$ cat src/rtl/fifo_drain_arbiter.sv
// fifo_drain_arbiter: drains two FIFO-style sources into one registered output
// stream using round-robin arbitration with a per-source burst limit.
// Optional feature macro: FIFO_ARB_CNT_EN. When it is defined, the per-source
// grant counters CNT0/CNT1 are built. When it is undefined, both are tied to zero.
module fifo_drain_arbiter #(
  parameter int WIDTH     = 8,
  parameter int BURST_MAX = 4,
  parameter int CNT_W     = 16
) (
  input  logic             CLK,
  input  logic             RST,
  input  logic             CLR,
  input  logic             S0_EMPTY_N,
  input  logic [WIDTH-1:0] S0_D_OUT,
  output logic             S0_DEQ,
  input  logic             S1_EMPTY_N,
  input  logic [WIDTH-1:0] S1_D_OUT,
  output logic             S1_DEQ,
  output logic             OUT_VALID,
  output logic [WIDTH-1:0] OUT_DATA,
  output logic             OUT_SRC,
  input  logic             OUT_READY,
  output logic [CNT_W-1:0] CNT0,
  output logic [CNT_W-1:0] CNT1
);

  // The burst counter saturates at BURST_MAX, so it needs enough bits to hold BURST_MAX itself.
  localparam int BW = (BURST_MAX < 1) ? 1 : $clog2(BURST_MAX + 1);
  localparam logic [BW-1:0] BURST_LIM = BW'(BURST_MAX);
  localparam logic [BW-1:0] BURST_ONE = BW'(1);

  logic             out_valid_q, out_valid_d;
  logic [WIDTH-1:0] out_data_q,  out_data_d;
  logic             out_src_q,   out_src_d;
  logic             owner_q,     owner_d;
  logic [BW-1:0]    burst_q,     burst_d;

  logic load_s;
  logic grant_s;
  logic grant_src_s;

  // Grant decision: choose which source, if any, is dequeued in this cycle.
  always_comb begin
    load_s      = !out_valid_q || OUT_READY;
    grant_s     = 1'b0;
    grant_src_s = 1'b0;
    if (RST || CLR || !load_s) begin
      grant_s     = 1'b0;
      grant_src_s = 1'b0;
    end else if (S0_EMPTY_N && S1_EMPTY_N) begin
      // Both sources are requesting. The owner keeps the grant until its burst is used up.
      grant_s     = 1'b1;
      grant_src_s = (burst_q < BURST_LIM) ? owner_q : ~owner_q;
    end else if (S0_EMPTY_N) begin
      grant_s     = 1'b1;
      grant_src_s = 1'b0;
    end else if (S1_EMPTY_N) begin
      grant_s     = 1'b1;
      grant_src_s = 1'b1;
    end else begin
      grant_s     = 1'b0;
      grant_src_s = 1'b0;
    end
  end

  // A DEQ strobe is only raised on a grant, and a grant needs that source's EMPTY_N.
  assign S0_DEQ = grant_s & ~grant_src_s;
  assign S1_DEQ = grant_s &  grant_src_s;

  // Next state for the output register and the burst tracking.
  always_comb begin
    out_valid_d = out_valid_q;
    out_data_d  = out_data_q;
    out_src_d   = out_src_q;
    owner_d     = owner_q;
    burst_d     = burst_q;
    if (grant_s) begin
      out_valid_d = 1'b1;
      out_data_d  = grant_src_s ? S1_D_OUT : S0_D_OUT;
      out_src_d   = grant_src_s;
      if (grant_src_s == owner_q) begin
        burst_d = (burst_q == BURST_LIM) ? BURST_LIM : (burst_q + BURST_ONE);
      end else begin
        owner_d = grant_src_s;
        burst_d = BURST_ONE;
      end
    end else if (load_s) begin
      // Either the register was already empty or its word was consumed this cycle.
      out_valid_d = 1'b0;
    end else begin
      // Downstream is stalling, so hold the current word.
      out_valid_d = out_valid_q;
    end
  end

  // State registers. Reset and flush have the same effect.
  always_ff @(posedge CLK) begin
    if (RST || CLR) begin
      out_valid_q <= 1'b0;
      out_data_q  <= {WIDTH{1'b0}};
      out_src_q   <= 1'b0;
      owner_q     <= 1'b0;
      burst_q     <= {BW{1'b0}};
    end else begin
      out_valid_q <= out_valid_d;
      out_data_q  <= out_data_d;
      out_src_q   <= out_src_d;
      owner_q     <= owner_d;
      burst_q     <= burst_d;
    end
  end

  assign OUT_VALID = out_valid_q;
  assign OUT_DATA  = out_data_q;
  assign OUT_SRC   = out_src_q;

`ifdef FIFO_ARB_CNT_EN
  logic [CNT_W-1:0] cnt0_q;
  logic [CNT_W-1:0] cnt1_q;

  // Per-source grant counters. They wrap naturally modulo 2^CNT_W.
  always_ff @(posedge CLK) begin
    if (RST || CLR) begin
      cnt0_q <= {CNT_W{1'b0}};
      cnt1_q <= {CNT_W{1'b0}};
    end else begin
      if (S0_DEQ) begin
        cnt0_q <= cnt0_q + CNT_W'(1);
      end else begin
        cnt0_q <= cnt0_q;
      end
      if (S1_DEQ) begin
        cnt1_q <= cnt1_q + CNT_W'(1);
      end else begin
        cnt1_q <= cnt1_q;
      end
    end
  end

  assign CNT0 = cnt0_q;
  assign CNT1 = cnt1_q;
`else
  assign CNT0 = {CNT_W{1'b0}};
  assign CNT1 = {CNT_W{1'b0}};
`endif

endmodule

$ cat config.mk
export PLATFORM = sky130hd
export DESIGN_NAME = fifo_drain_arbiter
export DESIGN_NICKNAME = d
export VERILOG_FILES = /design/src/rtl/fifo_drain_arbiter.sv
export SDC_FILE = /design/constraint.sdc
export NUM_CORES = 1
export LEC_CHECK = 0
export ABC_AREA = 1
export CAP_MARGIN = 20
export CORE_ASPECT_RATIO = 0.75
export CORE_MARGIN = 2
export CORE_UTILIZATION = 40
export CTS_BUF_LIST = sky130_fd_sc_hd__clkbuf_4 sky130_fd_sc_hd__clkbuf_8
export DETAILED_ROUTE_END_ITERATION = 6
export PLACE_DENSITY = 0.88
export SKIP_CTS_REPAIR_TIMING = 1
export SYNTH_ARGS = -nofsm -noshare
export SYNTH_HDL_FRONTEND = slang
export SYNTH_SLANG_ARGS = --single-unit
$ cat constraint.sdc
create_clock -name CLK -period 2.55 [get_ports CLK]
set_clock_uncertainty 0.1 [all_clocks]
set_input_delay 0.255 -clock CLK [delete_from_list [all_inputs] [get_ports CLK]]
set_output_delay 0.255 -clock CLK [all_outputs]
set_load 0.005 [all_outputs]
; After elaboration in Yosys (flattened, before gate mapping)
; Cells that the tools add are included.
; Widths: inputs -> output; s select.
[totals]
reg_bits = 14
wordCells = 35
output_inout_bits = 44
ramBits = 0
rom_bits = 0
latch_bits = 0
mem_count = 0
[classes]
shifts = 0
n_mul = 0
n_eq_ne = 2
muxes = 13
n_addsub = 1
bitwise_logic = 5
n_lt_le_gt_ge = 1
reduce_logical = 8
div = 0
[op_table]
columns = op, n
row1 = $mux 1, 10
row2 = $mux 8, 1
row3 = $mux 3, 2
row4 = $add 3x1->3 const B, 1
row5 = $eq 3x3->1 const B, 1
row6 = $logic_or 1x1->1, 3
row7 = $lt 3x3->1 const B, 1
row8 = $not 1->1, 3
row9 = $and 1x1->1, 2
row10 = $logic_not 1->1, 2
row11 = $reduce_and 2->1, 1
row12 = $reduce_bool 2->1, 1
row13 = $eq 1x1->1, 1
row14 = $logic_and 1x1->1, 1

; Depth between registers and ports, before layout
; Gate-level depths: netlist (run 1).
[logic_depth]
word_depth = 8
ltp_mapped = 9
depth_no_buf = 9

; Worst setup path after synthesis (run 1)
; OpenSTA, ideal clock, no wires.
[synth_path]
kind = input-to-output
startpoint = input CLR
endpoint = output S0_DEQ
cell_stages = 7
arrival_time_ps = 966
slack_ps = 1229
path_buffers = 1
cell_sequence = nor2_4 -> nand2_4 -> nor2_8 -> nand2_4 -> buf_12 -> nand2_1 -> inv_1
[synth_between]
elab_chain_len = 5
[synth_lines]
columns = item, line
row1 = "start, declared", 12  ; input logic CLR,
row2 = $logic_or 1x1->1 * (2 in series), 47  ; if (RST || CLR || !load_s) begin
row3 = $mux 1, 47
row4 = $not 1->1, 67  ; assign S0_DEQ = grant_s & ~grant_src_s;
row5 = $and 1x1->1 *, 67
row6 = "end, declared", 15  ; output logic S0_DEQ,
; Mark *: on every way between the ends. The rest lies on a longest branch, timed or not.

; Worst setup path in the final report (run 1)
; Same ends and word-level chain as after synthesis.

==> results of run 1 <==
## cells in the mapped netlist (2+ instances only)
master   instances  share of area [%]
buf_4           32                 21
nand2_1         28                9.3
inv_1           18                6.0
nand3_1         15                6.7
dfxtp_1         14                 25
a21oi_2          8                6.2
nand3_2          6                5.3
a21oi_1          5                2.2
inv_2            3                1.0
nor2_1           3                1.0
ha_1             2                2.2
nand2_4          2                2.0
nand3_4          2                3.1
## cell type report
type	instances	area (um2)	area share, %
multi-input cells	108	601	42.4
repair buffers	36	353	24.9
flip-flops and latches	14	280	19.8
inverters	22	83.8	5.91
clock buffers	4	55.1	3.88
well taps	36	45.0	3.18
## worst register-to-register path, stage by stage, from the launching register on
cell and delay (ns):
dfxtp_1 0.44, inv_2 0.04, nand2_1 0.10, nand3_4 0.16, nand2_4 0.22, nand2_1 0.12
nand3_1 0.10, a21oi_2 0.05
## per-layer routing
metal,vias up,GRT usage (%),wire length [um]
met5,-,0,0
met4,0,4.17,22
met3,2,4.57,218
met2,47,21.1,1020
met1,401,19.1,1010
li1,465,-,-
## through the flow
step | worst slack, ns | std cells
after floorplan | 1.23 | 179
final | 0.351 | 220
after global routing | 0.227 | 220
after CTS | 0.339 | 220
after detailed placement | 0.351 | 216
after global placement | 0.391 | 216
## sequential cells by signal, indices dropped and copies added, names as in the netlist
| name | count |
|---|---|
| OUT_VALID | 1 |
| burst_q | 3 |
| OUT_SRC | 1 |
| OUT_DATA | 8 |
| owner_q | 1 |
## worst paths after layout
path,end,cells past startpoint
setup reg to reg,burst_q[2],7
setup / recovery,S0_DEQ,8
hold / removal,OUT_SRC,2
hold reg to reg,OUT_SRC,2
## power by group through the flow
stage	clock network (mW)	registers [mW]	logic, mW
global route	0.233	0.227	0.123
CTS	0.221	0.227	0.112
finish	0.215	0.227	0.113
detailed placement	0	0.231	0.112
floorplan	0	0.231	0.0934
global placement	0	0.231	0.110
## cells in the final DEF, fill, tap and decap left out
cell,netlist,layout
nand2_1,28,28
buf_4,32,3
a21oi_2,8,8
nand2_4,2,2
dfxtp_1,14,14
nand3_4,2,2
nand2_2,1,1
nor2_4,1,1
clkinv_2,1,1
nand3_1,15,15
nor2_1,3,3
nand3_2,6,6
ha_1,2,2
inv_2,3,3
inv_1,18,18
clkbuf_8,0,4
conb_1,1,32
clkdlybuf4s50_1,0,33
o21ai_1,1,1
a21oi_1,5,5
o21ai_2,1,1
nor2_8,1,1
## kinds of logic after synthesis
group | count (synthesis)
and+or+nand+nor | 59
AOI/OAI and AO/OA | 15
buffers and inverters | 57
DFF | 14
other | 1
adders and majority gates | 2
==> impl_metrics.env, run 1 <==
export IMPL_required_ns=2.19
export IMPL_fillers=258
export IMPL_start_util_pct=42.6
export IMPL_path_delay_family="buffers and inverters"
export IMPL_syn_cell_area_um2=1120
export IMPL_finalNetCount=209
export IMPL_power_share_clock_pct=38.8
export IMPL_clock_sinks=14
export IMPL_htreeDepth=1
export IMPL_numPortBuffers=33
export IMPL_p_leak_nw=0.634
export IMPL_finish_utilization_pct=53.6
export IMPL_clockRootBuffer="clkbuf_8"
export IMPL_crit_start="CLR"
export IMPL_synth_cell_types=23
export IMPL_grt_pass1_vias=776
export IMPL_grt_overflow_total=0
export IMPL_tightest_slew_ns=0.558
export IMPL_async_flop_share_pct=0
export IMPL_power_total_mw=0.554
export IMPL_finalHoldViolCount=0
export IMPL_gp_congestion=0.831
export IMPL_core_region_area_um2=2640
export IMPL_cp_start_kind="primary input"
export IMPL_r2r_start="burst_q[2]"
export IMPL_synth_ff_latch_count=14
export IMPL_dieArea_um2=3260
export IMPL_hpwl_um=1760
export IMPL_drive_gt1_share_pct=17.9
export IMPL_whs_ns=0.382
export IMPL_clk_latency_ns=0.24
export IMPL_intPower_mw=0.415
export IMPL_vias=915
export IMPL_arrival_ns=1.84
export IMPL_criticalPathCategory="primary input to output port"
export IMPL_synth_edf_count=0
export IMPL_p_comb_share_pct=20.3
export IMPL_critical_path_buf_inv_count=3
export IMPL_cap_violations=0
export IMPL_crit_slowest_cell="clkdlybuf4s50_1"
export IMPL_swShare_pct=25.1
export IMPL_path_cells="clkdlybuf4s50_1 -> nor2_4 -> nand2_4 -> nor2_8 -> nand2_4 -> nand2_1 -> inv_1 -> clkdlybuf4s50_1"
export IMPL_synth_seq_area_share_pct=24.9
export IMPL_synth_top_family_by_area="buffers and inverters"
export IMPL_grt_pass1_wl_um=3540
export IMPL_drv_slew=0
export IMPL_place_area_um2=1360
export IMPL_clock_path_buffers=2
export IMPL_antenna_found_initial=0
export IMPL_critPathMaxStageDelay_ns=0.44
export IMPL_die_y_um=49.9
export IMPL_p_sw_mw=0.139
export IMPL_ir_worst_vdd_uv=263
export IMPL_period_share_pct=86.2
export IMPL_holdCritStartpoint="OUT_SRC"
export IMPL_wl_per_cell_um=10.3
export IMPL_synth_area_mux_share_pct=0
export IMPL_synth_xor_area_share_pct=0
export IMPL_totalWireLength_um=2270
export IMPL_syn_avg_cell_area_um2=7.60
export IMPL_fin_tns_setup_ns=0
export IMPL_outcome="finished clean"
export IMPL_yosys_warnings=0
export IMPL_drtIter0Drc=34
export IMPL_via_per_inst=4.16
export IMPL_drc=0
export IMPL_first_pass_iters=4
export IMPL_hold_path_class="flop to flop"
export IMPL_cp_max_fo=13
export IMPL_yosys_area_share_simple_pct=30.8
export IMPL_placementRows=16
export IMPL_pwr_share_seq_pct=40.9
export IMPL_max_slew_margin_pct=62.8
export IMPL_diodes=0
export IMPL_postRouteAntennaNets=0
export IMPL_die_x_um=65.2
export IMPL_timing_final_crit_period_ns=2.20
export IMPL_io_pins=66
export IMPL_track_usage_pct=14.1
export IMPL_ys_flop_type="dfxtp_1"
export IMPL_syn_to_final_growth_pct=26.0
export IMPL_synth_cells=148
export IMPL_numCtsBuffers=3
export IMPL_crit_path_end_kind="output port"
export IMPL_synthAdderAreaFrac_pct=2.22
export IMPL_postLayoutCellArea_um2=1420
export IMPL_rsz0062_at_grt="no"
export IMPL_fmax_mhz=455
export IMPL_grt_max_degree=17
export IMPL_p_per_area_nw_per_um2=391
export IMPL_clk_pin_slew_ns=0.06
export IMPL_cts_tree="done"
export IMPL_rrSetupSlack_ns=1.08
export IMPL_setup_violations=0
export IMPL_synth_compound_area_share_pct=9.68
Note: power is estimated with default switching activity, not from simulation.
==> run 2: changes to the inputs <==
--- a/config.mk
+++ b/config.mk
@@ -11,9 +11,11 @@
 export CORE_MARGIN = 2
 export CORE_UTILIZATION = 40
 export CTS_BUF_LIST = sky130_fd_sc_hd__clkbuf_4 sky130_fd_sc_hd__clkbuf_8
+export CTS_CLUSTER_SIZE = 8
 export DETAILED_ROUTE_END_ITERATION = 6
 export PLACE_DENSITY = 0.88
 export SKIP_CTS_REPAIR_TIMING = 1
 export SYNTH_ARGS = -nofsm -noshare
 export SYNTH_HDL_FRONTEND = slang
 export SYNTH_SLANG_ARGS = --single-unit
+export TNS_END_PERCENT = 10
==> results of run 2 <==
The final DEF is identical to that of run 1; final timing and power are the same.
==> run 3: changes to the inputs <==
--- a/config.mk
+++ b/config.mk
@@ -8,12 +8,12 @@
 export ABC_AREA = 1
 export CAP_MARGIN = 20
 export CORE_ASPECT_RATIO = 0.75
-export CORE_MARGIN = 2
 export CORE_UTILIZATION = 40
 export CTS_BUF_LIST = sky130_fd_sc_hd__clkbuf_4 sky130_fd_sc_hd__clkbuf_8
 export CTS_CLUSTER_SIZE = 8
 export DETAILED_ROUTE_END_ITERATION = 6
 export PLACE_DENSITY = 0.88
+export RECOVER_POWER = 50
 export SKIP_CTS_REPAIR_TIMING = 1
 export SYNTH_ARGS = -nofsm -noshare
 export SYNTH_HDL_FRONTEND = slang
==> impl_metrics.env, run 3 (synthesized netlist as in run 1, its figures left out) <==
export IMPL_hpwl_um=1570
export IMPL_period_share_pct=87.7
export IMPL_finalHoldViolCount=0
export IMPL_drive_gt1_share_pct=17.0
export IMPL_die_y_um=47.9
export IMPL_postLayoutCellArea_um2=1400
export IMPL_core_region_area_um2=2640
export IMPL_drc=0
export IMPL_grt_pass1_wl_um=3230
export IMPL_totalWireLength_um=2070
export IMPL_syn_to_final_growth_pct=24.1
export IMPL_arrival_ns=1.88
export IMPL_critPathMaxStageDelay_ns=0.61
export IMPL_clock_sinks=14
export IMPL_drtIter0Drc=15
export IMPL_finalNetCount=208
export IMPL_multi_input_area_um2=601
export IMPL_grt_pass1_vias=722
export IMPL_dp_cells=215
export IMPL_grt_max_degree=17
export IMPL_timing_final_crit_period_ns=2.24
export IMPL_gp_congestion=0.760
export IMPL_cts_tree="done"
export IMPL_htreeDepth=1
export IMPL_grt_overflow_total=0
export IMPL_die_x_um=63.2
export IMPL_fillers=269
export IMPL_crit_path_end_kind="output port"
export IMPL_placementRows=16
export IMPL_largest_reg_flops=8
export IMPL_setup_violations=0
export IMPL_first_pass_iters=4
export IMPL_track_usage_pct=14.2
export IMPL_via_per_inst=4.15
export IMPL_postRouteAntennaNets=0
export IMPL_drv_slew=0
export IMPL_whs_ns=0.381
export IMPL_clockRootBuffer="clkbuf_8"
export IMPL_wl_per_cell_um=9.49
export IMPL_fin_tns_setup_ns=0
export IMPL_vias=905
export IMPL_required_ns=2.19
export IMPL_clk_latency_ns=0.24
export IMPL_antenna_found_initial=0
export IMPL_p_per_area_nw_per_um2=367
export IMPL_cp_start_kind="primary input"
export IMPL_final_cell_mix="conb_1, nand2_1, clkdlybuf4s50_1"
export IMPL_clk_pin_slew_ns=0.05
export IMPL_final_common_cell="conb_1"
export IMPL_max_slew_margin_pct=65.8
export IMPL_fin_cells=218
export IMPL_io_pins=66
export IMPL_crit_slowest_cell="dlygate4sd3_1"
export IMPL_outcome="finished clean"
export IMPL_cp_max_fo=10
export IMPL_fmax_mhz=447
export IMPL_tightest_slew_ns=0.512
export IMPL_rsz0062_at_grt="no"
export IMPL_criticalPathCategory="primary input to output port"
export IMPL_ir_worst_vdd_uv=295
export IMPL_clock_path_buffers=2
export IMPL_dieArea_um2=3030
export IMPL_seqCellArea_um2=280
export IMPL_numPortBuffers=33
export IMPL_numCtsBuffers=3
export IMPL_place_area_um2=1360
export IMPL_hold_path_class="flop to flop"
export IMPL_cap_violations=0
export IMPL_diodes=0
export IMPL_start_util_pct=42.6
export IMPL_path_cells="dlygate4sd3_1 -> inv_1 -> nand2_1 -> nand3_4 -> clkinv_2 -> nand2_1 -> inv_1 -> clkdlybuf4s50_1"
export IMPL_p_leak_nw=0.656
==> run 3: cell count changes in the layout (fill, tap and decap cells not counted) <==
cell | previous run | this run
clkdlybuf4s50_1 | 33 | 22
clkbuf_8 | 4 | 3
dlygate4sd3_1 | 0 | 11
buf_4 | 3 | 2
==> run 3: layout make-up <==
cell class / count / area share (%)
Inverter: 22 / 6.00
Timing Repair Buffer: 35 / 24.7
Multi-Input combinational cell: 108 / 43.0
Tap cell: 36 / 3.23
Sequential cell: 14 / 20.1
Clock buffer: 3 / 2.96
==> run 3: worst max-delay path: cells and delay by family <==
family	cells	cell delay [ns]
AND/OR/NAND/NOR	3	0.25
buffers and inverters	5	1.36
==> run 3: routing by layer <==
layer / wire (um) / GRT usage [%] / part of all wire, % / up-vias
met5: 0 / 0 / 0 / -
met4: 27 / 6.82 / 1.3 / 0
met3: 183 / 5.24 / 8.8 / 2
met2: 948 / 23.9 / 46 / 43
met1: 910 / 16.9 / 44 / 393
li1: - / - / - / 467
==> run 3: worst paths after layout <==
kind | start | to | slack, ns | cells past startpoint
max | S0_EMPTY_N | S0_DEQ | 0.31 | 8
min | OUT_SRC | OUT_SRC | 0.38 | 2
max reg2reg | burst_q[2] | burst_q[2] | 1.12 | 7
min reg2reg | OUT_SRC | OUT_SRC | 0.38 | 2
==> run 3: stage by stage <==
| stage | setup WS (ns) | util (%) | total power [mW] |
|---|---|---|---|
| floorplan | 1.23 | - | 0.325 |
| global placement | 0.383 | 51.3 | 0.340 |
| detailed placement | 0.358 | 51.3 | 0.341 |
| CTS | 0.352 | 52.8 | 0.521 |
| finish | 0.315 | 52.8 | 0.513 |
| global route | 0.227 | 52.8 | 0.544 |
==> run 3: power breakdown <==
part / switching, mW / internal, mW
clock: 0.0741 / 0.104
sequential: 0.00251 / 0.224
combinational: 0.0561 / 0.0518
